==> src/rtl/alu_sequencer.sv <==
// alu_sequencer
//
// Decodes RV32I R-type (0110011) and I-type (0010011) ALU instructions,
// drives an external ALU with registered operands, waits ALU_LAT cycles for
// the result and presents it on a valid/ready response port. Other opcodes
// and bad funct7 encodings are answered one cycle after accept with
// out_illegal set.
//
// Ports
//   clk, rst               clock, synchronous active-high reset
//   in_valid / in_ready    request handshake
//   instr                  RV32I instruction word
//   rs1_val, rs2_val       source register values
//   alu_lhs, alu_rhs       ALU operands (held between accepts)
//   alu_op                 ALU operation code
//   alu_res, alu_flags     ALU result and {ZF,SF,CF,OF}
//   out_valid / out_ready  response handshake
//   out_res, out_flags     response result and flags
//   out_rd                 destination register index
//   out_illegal            instruction was not a legal ALU instruction

module alu_sequencer #(
    parameter int ALU_LAT = 1
) (
    input  logic        clk,
    input  logic        rst,
    input  logic        in_valid,
    output logic        in_ready,
    input  logic [31:0] instr,
    input  logic [31:0] rs1_val,
    input  logic [31:0] rs2_val,
    output logic [31:0] alu_lhs,
    output logic [31:0] alu_rhs,
    output logic [3:0]  alu_op,
    input  logic [31:0] alu_res,
    input  logic [3:0]  alu_flags,
    output logic        out_valid,
    input  logic        out_ready,
    output logic [31:0] out_res,
    output logic [3:0]  out_flags,
    output logic [4:0]  out_rd,
    output logic        out_illegal
);

    typedef enum logic [1:0] {IDLE, EXEC, RESP} state_t;

    localparam logic [2:0] LAT_LOAD = 3'(ALU_LAT);

    state_t      state;
    state_t      state_next;
    logic [2:0]  lat_cnt;
    logic        accept;
    logic        dec_legal;
    logic [3:0]  dec_op;
    logic [31:0] dec_rhs;

    logic [6:0]  opcode;
    logic [2:0]  funct3;
    logic [6:0]  funct7;
    logic        unused_rs1_field;

    assign opcode = instr[6:0];
    assign funct3 = instr[14:12];
    assign funct7 = instr[31:25];
    // rs1 index is resolved outside; its value arrives on rs1_val
    assign unused_rs1_field = ^instr[19:15];

    assign accept = in_valid && in_ready;

    // Instruction decode: legality, ALU op and second operand
    always_comb begin
        dec_legal = 1'b0;
        dec_op    = 4'b0000;
        dec_rhs   = rs2_val;
        case (opcode)
            7'b0110011: begin
                if (funct7 == 7'b0000000) begin
                    dec_legal = 1'b1;
                    dec_op    = {1'b0, funct3};
                end else if (funct7 == 7'b0100000) begin
                    if (funct3 == 3'b000) begin
                        dec_legal = 1'b1;
                        dec_op    = 4'b1000;
                    end else if (funct3 == 3'b101) begin
                        dec_legal = 1'b1;
                        dec_op    = 4'b1001;
                    end
                end
            end
            7'b0010011: begin
                dec_rhs = {{20{instr[31]}}, instr[31:20]};
                case (funct3)
                    3'b001: begin
                        // shift amount is the unsigned low 5 immediate bits
                        dec_rhs = {27'd0, instr[24:20]};
                        if (funct7 == 7'b0000000) begin
                            dec_legal = 1'b1;
                            dec_op    = 4'b0001;
                        end
                    end
                    3'b101: begin
                        dec_rhs = {27'd0, instr[24:20]};
                        if (funct7 == 7'b0000000) begin
                            dec_legal = 1'b1;
                            dec_op    = 4'b0101;
                        end else if (funct7 == 7'b0100000) begin
                            dec_legal = 1'b1;
                            dec_op    = 4'b1001;
                        end
                    end
                    default: begin
                        dec_legal = 1'b1;
                        dec_op    = {1'b0, funct3};
                    end
                endcase
            end
            default: begin
                dec_legal = 1'b0;
            end
        endcase
    end

    // State register
    always_ff @(posedge clk) begin
        if (rst) begin
            state <= IDLE;
        end else begin
            state <= state_next;
        end
    end

    // Next-state logic; an accept from IDLE or RESP takes priority
    always_comb begin
        state_next = state;
        if (accept) begin
            state_next = dec_legal ? EXEC : RESP;
        end else begin
            case (state)
                IDLE:    state_next = IDLE;
                EXEC:    state_next = (lat_cnt == 3'd0) ? RESP : EXEC;
                RESP:    state_next = out_ready ? IDLE : RESP;
                default: state_next = IDLE;
            endcase
        end
    end

    // Handshake outputs
    always_comb begin
        in_ready  = 1'b0;
        out_valid = 1'b0;
        case (state)
            IDLE: in_ready = 1'b1;
            EXEC: in_ready = 1'b0;
            RESP: begin
                in_ready  = out_ready;
                out_valid = 1'b1;
            end
            default: in_ready = 1'b0;
        endcase
    end

    // Datapath: operands captured on legal accept, result captured when the
    // countdown expires. The counter starts at ALU_LAT so EXEC lasts
    // ALU_LAT+1 cycles, giving the ALU its full latency before sampling.
    always_ff @(posedge clk) begin
        if (rst) begin
            alu_lhs     <= 32'd0;
            alu_rhs     <= 32'd0;
            alu_op      <= 4'b0000;
            lat_cnt     <= 3'd0;
            out_res     <= 32'd0;
            out_flags   <= 4'b0000;
            out_rd      <= 5'd0;
            out_illegal <= 1'b0;
        end else if (accept) begin
            out_rd <= instr[11:7];
            if (dec_legal) begin
                alu_lhs     <= rs1_val;
                alu_rhs     <= dec_rhs;
                alu_op      <= dec_op;
                lat_cnt     <= LAT_LOAD;
                out_illegal <= 1'b0;
            end else begin
                out_illegal <= 1'b1;
                out_res     <= 32'd0;
                out_flags   <= 4'b0000;
            end
        end else if (state == EXEC) begin
            if (lat_cnt == 3'd0) begin
                // writes to x0 report a zero result but keep the ALU flags
                out_res   <= (out_rd == 5'd0) ? 32'd0 : alu_res;
                out_flags <= alu_flags;
            end else begin
                lat_cnt <= lat_cnt - 3'd1;
            end
        end
    end

endmodule

==> config.mk <==
export PLATFORM = sky130hd
export DESIGN_NAME = alu_sequencer
export DESIGN_NICKNAME = d
export VERILOG_FILES = /design/src/rtl/alu_sequencer.sv
export SDC_FILE = /design/constraint.sdc
export NUM_CORES = 1
export LEC_CHECK = 0
export ABC_AREA = 1
export BUFFER_PORTS_ARGS = -buffer_cell sky130_fd_sc_hd__buf_2
export CAP_MARGIN = 0
export CORE_MARGIN = 2
export CORE_UTILIZATION = 46
export CTS_CLUSTER_SIZE = 24
export DETAILED_ROUTE_END_ITERATION = 8
export PLACE_DENSITY = 0.88
export SKIP_LAST_GASP = 1
export SLEW_MARGIN = 10
export SYNTH_ARGS = -nofsm -noshare
export SYNTH_HDL_FRONTEND = slang
export SYNTH_SLANG_ARGS = --single-unit
==> constraint.sdc <==
create_clock -name clk -period 2.4 [get_ports clk]
set_input_delay 0.72 -clock clk [delete_from_list [all_inputs] [get_ports clk]]
set_output_delay 0.72 -clock clk [all_outputs]
set_load 0.02 [all_outputs]
==> metrics.md, run 1 <==
| Metric | Value |
|---|---|
| Drt drc | 0 |
| Via/cell ratio | between 4 and 5 |
| Yosys warns | 0 |
| Pin count of the biggest net entering global routing | between 60 and 70 |
| Crit Path Class | reg -> out |
| Max-Cap Viols | 0 |
| Core Footprint | around 11000 um^2 |
| Fmax | 0.472 GHz |
| Post-Route WL | 14200 um |
| Multi-input gate area | 2390 um^2 |
| I/O Buffers | ~240 |
| XOR/XNOR share of the synthesized area | 0% |
| Die footprint | 11900 um^2 |
| Drt first-iter violations | 362 |
| Period minus WS final | 2.12 ns |
| Die height | 109 um |
| Status | finished, final reports clean |
| Die width | 109 um |
| Rows | 38 |
| Arrival time worst endpoint | 1.40 ns |
| Initial antenna violation count | 1 |
| Cells after Synth | between 700 and 800 |
| Final Setup Violations | 0 |
| RSZ-0062 raised after global routing | false |
| Clock Path Buffers | 2 |
| Worst Hold Class | in -> reg |
| Filler cells | 971 |
| CTS tree | done |
| Setup bufs post-CTS | 0 |
| Placement Setup Slack | 0.0917 ns |
| Area grow syn2layout | 37.7% |
| Simple-Gate Fraction of Synth Area | 33.6% |
| Register area | 2300 um^2 |
| Synth Area in Compound Gates | 12.3% |
| Via count | ~5400 |
| CTS sink cnt | 115 |
| Clock network latency to the later pin of the worst-skew pair | 0.51 ns |
| Sequential cell area fraction in the yosys report | 45.5% |
| I/O pin count | 248 |
| Post-DP HPWL | 9850 um |
| Final TNS setup | 0 ns |
| Ratio of cells with drive above 1 in the final layout | 32.5% |
| Final Max Tran Viols | 0 |
| Mean Syn Cell Area | 6.92 um^2 |
| CP Launch Type | flip-flop |
| Required time of the critical path | 1.68 ns |
| Cts repair resizes | 0 |
| Vias in the first global route | 4783 |
| Drt first pass iters | 5 |
| Worst Path Max Fanout | 3 |
| Post-Syn Area | a little over 5000 um^2 |
| CTS Buf Count | 17 |
| First-pass GRT wire length | approximately 22000 um |
| Post-Route Skew | 0.0101 ns |
| Antenna diodes | 0 |
| Global-route usage over all layers | 23.7% |
| Inst Count DP | 1082 |
| Largest family of logic cells by synthesized area | simple AND/OR/NAND/NOR gates |
| Final GP Congestion | 0.873 |
| Post-DRT Antenna Nets | 0 |
| Synth Area in Adders | 1.24% |
| Period Utilization, post-route | 88.3% |
| Worst-Margin Slew | 0.400 ns |
| Pleak | 3.63 nW |
| Non-Filler Instances | roughly 1100 |
| PD cells | 725 nW/um^2 |
| Most frequent cells in the layout | 242 x buf_2, 183 x nor2_1, 169 x nand2_1, 115 x dfxtp_1, 72 x o21ai_0 |
| Fin. Hold Viols | 0 |
| Initial core utilization | 46.9% |
| Relative slew slack | between 70% and 80% |
| Setup crit end kind | primary output |
| Post-synthesis register bit count | 115 |
| Mux cell area share after synthesis | 0% |
| Final Total Pwr | 5.05 mW |
| WL per Instance | 12.7 um |
| Worst VDD drop | 0.563 mV |
| Syn Nets | 872 |
| Root Buffer | clkbuf_8 |
| Grt ovf | 0 |
| Worst setup margin | 0.281 ns |
| Clock Pin Slew Worst Setup and Hold Paths | 0.05 ns |
| Htree depth | 4 |
| Commonest non-fill, non-tap cell in the layout | buf_2 |
| Worst Reg-to-Reg Cells | 11 |
| Distinct cells, synth | 27 |
| Cts hold-fix bufs | 0 |
| Cell depth of the worst min-delay path | 3 |
| Net count, final | 1102 |
-- per-layer routing --
layer / share of wire [%] / vias to the layer above / wire length, um / track usage (%)
met1: 42 / 2353 / 6000 / 27.3
met5: 0 / - / 0 / 0
li1: - / 2788 / - / -
met2: 48 / 194 / 6760 / 38.5
met4: 3.4 / 0 / 484 / 12.5
met3: 6.6 / 40 / 933 / 8.55
-- cell type report --
type / count / area share [%]
multi-input combinational: 542 / 34.3
sequential: 115 / 33.0
timing repair buffer: 262 / 20.6
clock buffer: 21 / 6.30
tap: 140 / 2.51
clock inverter: 11 / 1.94
inverter: 23 / 1.28
-- stage by stage --
stage | utilization (%) | instance area (um^2) | hold slack, ns
final | 64.5 | 6970 | 0.467
after global routing | 64.5 | 6970 | 0.443
after CTS | 64.5 | 6970 | 0.432
after detailed placement | 59.2 | 6390 | 0.456
after global placement | 59.2 | 6390 | 0.451
after floorplan | - | 5060 | 0.451
-- final timing paths --
path | start | to | slack (ns)
hold reg to reg | alu_op[0]$_SDFFE_PP0P_ | alu_op[0]$_SDFFE_PP0P_ | 0.47
hold / removal | rs1_val[10] | alu_lhs[10]$_SDFFE_PP0P_ | 0.47
setup reg to reg | state[0]$_SDFF_PP0_ | out_flags[1]$_SDFFE_PP0P_ | 0.51
setup / recovery | state[0]$_SDFF_PP0_ | in_ready | 0.28
-- cells by family (layout without fill, tap and decap cells) --
logic type	count (synthesis)	in the layout
flops	115	115
simple gates	413	413
buf+inv	74	317
compound gates	124	124
fa+ha+maj	5	5
-- worst max-delay path: stages, from the launching register on --
cell     delay, ns
dfxtp_1       0.33
inv_1         0.06
ha_1          0.23
nand2_1       0.07
nand2_1       0.06
buf_2         0.16
-- report_power, final --
part           switching (mW)  internal (mW)
Sequential             0.0314           1.97
Clock                   0.843           1.59
Combinational           0.354          0.255
Total                    1.23           3.82
-- flip-flops by register name (all words and copies together), names as in the netlist, 2 cells and up --
register   cells
out_res       32
out_flags      4
out_rd         5
alu_lhs       32
lat_cnt        3
alu_rhs       32
state          2
alu_op         4
-- synthesized netlist by cell type, drive strengths merged --
| cell | n | share of area [%] |
|---|---|---|
| nor2 | 186 | 14 |
| nand2 | 173 | 13 |
| dfxtp | 115 | 45 |
| o21ai | 78 | 7.7 |
| nand3 | 47 | 5.6 |
| a21oi | 45 | 4.5 |
| clkbuf | 26 | 1.9 |
| buf | 25 | 3.6 |
| inv | 23 | 1.8 |
| ha | 5 | 1.2 |
| nor3 | 2 | 0.30 |
| or2 | 2 | 0.25 |
| nand3b | 1 | 0.15 |
| nand4 | 1 | 0.12 |
| nor3b | 1 | 0.15 |
| o31ai | 1 | 0.15 |
(Power assumes the default switching activity.)
==> run 2: changes to the inputs <==
- CORE_ASPECT_RATIO: default -> 1.25
- SKIP_LAST_GASP: 1 -> default
- SLEW_MARGIN: 10 -> default
==> metrics.md, run 2 (synthesis gave the netlist of run 1 again) <==
| Metric | Value |
|---|---|
| Post-DRT Antenna Nets | 0 |
| Final Max Tran Viols | 0 |
| Arrival time worst endpoint | 2.34 ns |
| Area grow syn2layout | 38.5% |
| Post-Route WL | 14100 um |
| Setup crit end kind | flip-flop |
| Worst-Margin Slew | between 0.4 and 0.5 ns |
| I/O pin count | between 200 and 250 |
| Relative slew slack | between 60% and 70% |
| Final TNS setup | 0 ns |
| Most frequent cells in the layout | 242 x buf_2, 183 x nor2_1, 169 x nand2_1, 115 x dfxtp_1, 72 x o21ai_0 |
| Final Setup Violations | 0 |
| Commonest non-fill, non-tap cell in the layout | buf_2 |
| Register area | ~2300 um^2 |
| Clock Path Buffers | 2 |
| Die height | 121 um |
| Fin. Hold Viols | 0 |
| Ratio of cells with drive above 1 in the final layout | about a third |
| Cts hold-fix bufs | 0 |
| Die width | 97.8 um |
| Worst Hold Class | reg -> reg |
| CTS tree | done |
| Worst setup margin | approximately 0.36 ns |
| Grt ovf | 0 |
| Cell depth of the worst min-delay path | 2 |
| Worst Reg-to-Reg Cells | 11 |
| RSZ-0062 raised after global routing | false |
| Via count | approximately 5400 |
| PD cells | 754 nW/um^2 |
| Cts repair resizes | 0 |
| Rows | 42 |
| Crit Path Class | reg -> reg |
| Placement Setup Slack | 0.0705 ns |
| WL per Instance | roughly 13 um |
| Initial antenna violation count | 0 |
| I/O Buffers | approximately 240 |
| First-pass GRT wire length | 22600 um |
| CTS Buf Count | 17 |
| Via/cell ratio | 4.91 |
| Fmax | just under 0.5 GHz |
| Pleak | 3.64 nW |
| Worst Path Max Fanout | 45 |
| Setup bufs post-CTS | 0 |
| Drt first pass iters | 5 |
| Clock network latency to the later pin of the worst-skew pair | 0.41 ns |
| Period Utilization, post-route | 84.9% |
| Die footprint | 11900 um^2 |
| Worst VDD drop | between 0.3 and 0.4 mV |
| Period minus WS final | slightly above 2 ns |
| Global-route usage over all layers | 23.5% |
| Drt drc | 0 |
| Root Buffer | clkbuf_16 |
| Status | finished, final reports clean |
| Largest regs | alu_lhs x32, alu_rhs x32, out_res x32 |
| Clock Pin Slew Worst Setup and Hold Paths | 0.05 ns |
| CP Launch Type | flip-flop |
| Net count, final | 1099 |
| Core Footprint | 10700 um^2 |
| Htree depth | 4 |
| Initial core utilization | 47.4% |
| Pin count of the biggest net entering global routing | 100 |
| Final GP Congestion | 0.829 |
| Antenna diodes | 0 |
| CTS sink cnt | 115 |
| Max-Cap Viols | 0 |
| Drt first-iter violations | 192 |
| Post-DP HPWL | 9900 um |
| Reg2Reg Setup Slack | approximately 0.36 ns |
| Multi-input gate area | between 2000 and 2500 um^2 |
| Vias in the first global route | 4914 |
| Filler cells | 946 |
| Post-Route Skew | 0.00888 ns |
| Required time of the critical path | 2.70 ns |
[run 2: layer usage]
| layer | wire length [um] | up-vias | part of all wire [%] | track usage [%] |
|---|---|---|---|---|
| li1 | - | 2778 | - | - |
| met1 | 5640 | 2383 | 40 | 26.5 |
| met2 | 7000 | 213 | 50 | 40.5 |
| met3 | 1040 | 39 | 7.4 | 7.20 |
| met4 | 392 | 0 | 2.8 | 11.2 |
| met5 | 0 | - | 0 | 0 |
[run 2: final cells by class]
| cell class | count | area share (%) |
|---|---|---|
| multi-input cells | 542 | 34.1 |
| inverters | 23 | 1.27 |
| flip-flops and latches | 115 | 32.9 |
| repair buffers | 259 | 20.4 |
| clock inverters | 13 | 2.61 |
| clock buffers | 19 | 6.46 |
| well taps | 132 | 2.36 |
[run 2: metrics by stage]
stage / util (%) / power, mW / hold slack, ns / instance area (um^2) / std cells
after detailed placement: 59.7 / 2.66 / 0.457 / 6370 / 1071
final: 65.7 / 5.29 / 0.464 / 7010 / 1103
after global placement: 59.7 / 2.64 / 0.450 / 6370 / 1071
after global routing: 65.7 / 5.50 / 0.484 / 7010 / 1103
after CTS: 65.7 / 5.32 / 0.465 / 7010 / 1103
after floorplan: - / 2.40 / 0.451 / 5060 / 731
[run 2: worst paths after layout]
check,from,to
max,state[0]$_SDFF_PP0_,lat_cnt[0]$_SDFFE_PP0P_
min,alu_op[2]$_SDFFE_PP0P_,alu_op[2]$_SDFFE_PP0P_
max reg2reg,state[0]$_SDFF_PP0_,lat_cnt[0]$_SDFFE_PP0P_
min reg2reg,alu_op[2]$_SDFFE_PP0P_,alu_op[2]$_SDFFE_PP0P_
[run 2: power breakdown]
group | switching, mW | internal (mW)
combinational | 0.352 | 0.259
clock | 0.882 | 1.79
sequential | 0.0315 | 1.97
total | 1.27 | 4.02
[run 2: worst max-delay path, cell delays in order, from the launching register on]
cell and delay (ns):
dfxtp_1 0.33, inv_1 0.07, ha_1 0.22, nand2_1 0.06, nand2_1 0.05, nand2_1 0.20, inv_2 0.16, nand2_4 0.13
buf_4 0.41, nand3_1 0.14, nand3_1 0.10, inv_1 0.04
==> run 3: changes to the inputs <==
- ABC_AREA: 1 -> 0
- CORE_UTILIZATION: 46 -> 41
- PLACE_DENSITY: 0.88 -> 0.85
- clock period: 2.4 -> 1.8 ns (I/O delays scaled with it)
==> metrics.md, run 3 <==
| Metric | Value |
|---|---|
| Worst Reg-to-Reg Cells | 10 |
| Final GP Congestion | 0.817 |
| Mean Syn Cell Area | approximately 8.2 um^2 |
| Root Buffer | clkbuf_16 |
| RSZ-0062 raised after global routing | true |
| Filler cells | approximately 880 |
| Largest regs | alu_lhs x32, alu_rhs x32, out_res x32 |
| WL per Instance | 16.2 um |
| Initial core utilization | between 40% and 50% |
| Rows | 43 |
| Pin count of the biggest net entering global routing | 54 |
| Period minus WS final | 2.11 ns |
| Post-synthesis register bit count | 115 |
| Setup crit end kind | flip-flop |
| Largest cells by area after synthesis | dfxtp_1 49%, a21oi_1 7.7%, o21ai_0 7.1%, nand2_1 6.5%, a311oi_1 5.9% |
| Synth Flop Type | dfxtp_1 |
| Post-DRT Antenna Nets | 0 |
| Post-synth EDFFs | 0 |
| CP Launch Type | input pin |
| Max-Cap Viols | 0 |
| Area grow syn2layout | 57.7% |
| Cts hold-fix bufs | 0 |
| Period Utilization, post-route | 117% |
| Via/cell ratio | 5.36 |
| FFs w/ async S/R, synth | 0% |
| CTS Buf Count | 17 |
| Post-Route WL | around 16000 um |
| Most common cell in the netlist | dfxtp_1 |
| Clock Pin Slew Worst Setup and Hold Paths | 0.06 ns |
| Htree depth | 4 |
| Clock network latency to the later pin of the worst-skew pair | ~0.40 ns |
| Reg2reg end | out_res[27]$_SDFFE_PP0P_ |
| Placement Setup Slack | -0.717 ns |
| Post-Syn Area | around 4700 um^2 |
| Wl on met1 | 6240 um |
| Fin area | 7480 um^2 |
| RR Startpoint | state[0]$_SDFF_PP0_ |
| Global-route usage over all layers | 25.1% |
| Commonest cells post-synth | 115 x dfxtp_1, 82 x nand2_1, 73 x a21oi_1, 67 x o21ai_0, 42 x clkbuf_1 |
| Net count, final | between 900 and 1000 |
| Placed inst area | 6410 um^2 |
| Required time of the critical path | 2.06 ns |
| Via count | 5273 |
| Top layer used by detailed routing | met4 |
| Drt drc | 0 |
| Crit Path Class | in -> reg |
| Pleak | 3.28 nW |
| CTS sink cnt | 115 |
| Final Setup Violations | 110 |
| Failing checks | setup timing |
| Worst VDD drop | about 0.47 mV |
| Vias in the first global route | 5093 |
| Die height | 124 um |
| Ratio of cells with drive above 1 in the final layout | between 40 and 50% |
| Grt ovf | 0 |
| Syn Nets | 716 |
| Share of the synthesized area in the top cell type | between 40 and 50% |
| First-pass GRT wire length | 25200 um |
| Status | complete, but fails checks |
| Die width | 100 um |
| I/O Buffers | 242 |
| PD cells | 891 nW/um^2 |
| Core Footprint | 11200 um^2 |
| Worst-Margin Slew | 0.415 ns |
| Initial antenna violation count | 2 |
| Die footprint | about 12000 um^2 |
| Hold_ws | 0.336 ns |
| Final Max Tran Viols | 0 |
| Commonest non-fill, non-tap cell in the layout | buf_2 |
| Relative slew slack | slightly above 70% |
| Distinct cells, synth | 40 |
| Post-DP HPWL | roughly 10000 um |
| Met3 Wirelength | 957 um |
| Area leader, netlist | dfxtp_1 |
| Yosys warns | 0 |
| Post-Route Skew | ~0.0088 ns |
| Drt first pass iters | 4 |
| Worst setup path endpoint | alu_rhs[10]$_SDFFE_PP0P_ |
| Worst Path Max Fanout | 16 |
| Fmax | 0.475 GHz |
| Reg2Reg Setup Slack | -0.12 ns |
| Cells after Synth | 575 |
| Fin. Hold Viols | 0 |
| Drt first-iter violations | 219 |
| Worst setup margin | -0.307 ns |
| CTS tree | done |
| Arrival time worst endpoint | approximately 2.4 ns |
| Most frequent cells in the layout | 237 x buf_2, 113 x dfxtp_1, 80 x nand2_1, 61 x a21oi_1, 48 x o21ai_1 |
| Sequential cell area fraction in the yosys report | roughly 49% |
| CP Launch Point | instr[26] |
| Metal2 WL | 8210 um |
| Worst Hold Class | in -> reg |
| Clock Path Buffers | 2 |
| I/O pin count | roughly 250 |
## run 3: cell count changes after synthesis, moves of 7 or more
cell | before | now
buf_6 | 8 | 0
inv_1 | 18 | 8
nand3_2 | 10 | 0
buf_2 | 15 | 8
nor2_1 | 183 | 8
a21oi_1 | 45 | 73
a311oi_1 | 0 | 32
clkbuf_1 | 26 | 42
nand2_1 | 170 | 82
nand2b_1 | 0 | 39
## run 3: kinds of logic (layout without fill, tap and decap cells)
group | Yosys count | after routing | share of synthesized area, %
compound gates | 202 | 202 | 25.2
fa+ha+maj | 5 | 5 | 1.32
simple gates | 191 | 191 | 19.6
flops | 115 | 115 | 48.5
other cells | 0 | 2 | 0
buf+inv | 62 | 333 | 5.35
## run 3: per-layer routing
layer	vias up	GRT usage [%]
met5	-	0
met4	0	12.2
met3	38	6.62
met2	224	43.4
met1	2443	28.2
li1	2568	-
## run 3: what timing repair did
action / 4_1_cts / 5_1_grt
gates cloned: 5 / 0
setup endpoints to repair: 112 / 112
resized for setup: 46 / 30
setup buffers: 5 / 1
pin swaps: 25 / 11
## run 3: power breakdown
group	internal, mW	switching [mW]	leakage (nW)
clock network	2.45	1.13	0.312
logic	0.233	0.276	2.04
registers	2.56	0.00945	0.928
## run 3: metrics by stage
| stage | power, mW | cells | TNS [ns] | util, % |
|---|---|---|---|---|
| global placement | 3.08 | 940 | -65.49 | 57.3 |
| floorplan | 2.83 | 575 | -46.47 | - |
| finish | 6.66 | 983 | -26.95 | 66.8 |
| CTS | 6.69 | 981 | -22.65 | 66.0 |
| global route | 6.86 | 983 | -31.66 | 66.8 |
| detailed placement | 3.09 | 940 | -69.98 | 57.3 |
## run 3: critical path, cell delays in order
cell	delay, ns
buf_6	0.09
or4_4	0.53
or2_4	0.29
a211o_4	0.39
nor2_4	0.23
buf_12	0.18
a311oi_1	0.10
## run 3: how the worst min path moves through the flow
stage                             from                        to  cells after the start  slack [ns]
2_1_floorplan  lat_cnt[0]$_SDFFE_PP0P_   lat_cnt[0]$_SDFFE_PP0P_                      1        0.47
5_1_grt                    alu_res[17]  out_res[17]$_SDFFE_PP0P_                      3        0.33
3_5_place_dp   out_res[5]$_SDFFE_PP0P_   out_res[5]$_SDFFE_PP0P_                      2        0.46
4_1_cts                     alu_res[6]   out_res[6]$_SDFFE_PP0P_                      3        0.32
3_3_place_gp    out_rd[0]$_SDFFE_PP0P_    out_rd[0]$_SDFFE_PP0P_                      2        0.46
6_report                   alu_res[10]  out_res[10]$_SDFFE_PP0P_                      3        0.34
## run 3: area by class of cell
| type | count | area [um^2] | area share, % |
|---|---|---|---|
| diodes | 2 | 5.00 | 0.0669 |
| repair buffers | 294 | 1910 | 25.5 |
| flip-flops and latches | 115 | 2310 | 30.9 |
| well taps | 135 | 169 | 2.26 |
| multi-input cells | 398 | 2420 | 32.3 |
| inverters | 8 | 32.5 | 0.435 |
| clock buffers | 22 | 484 | 6.47 |
| clock inverters | 9 | 151 | 2.02 |
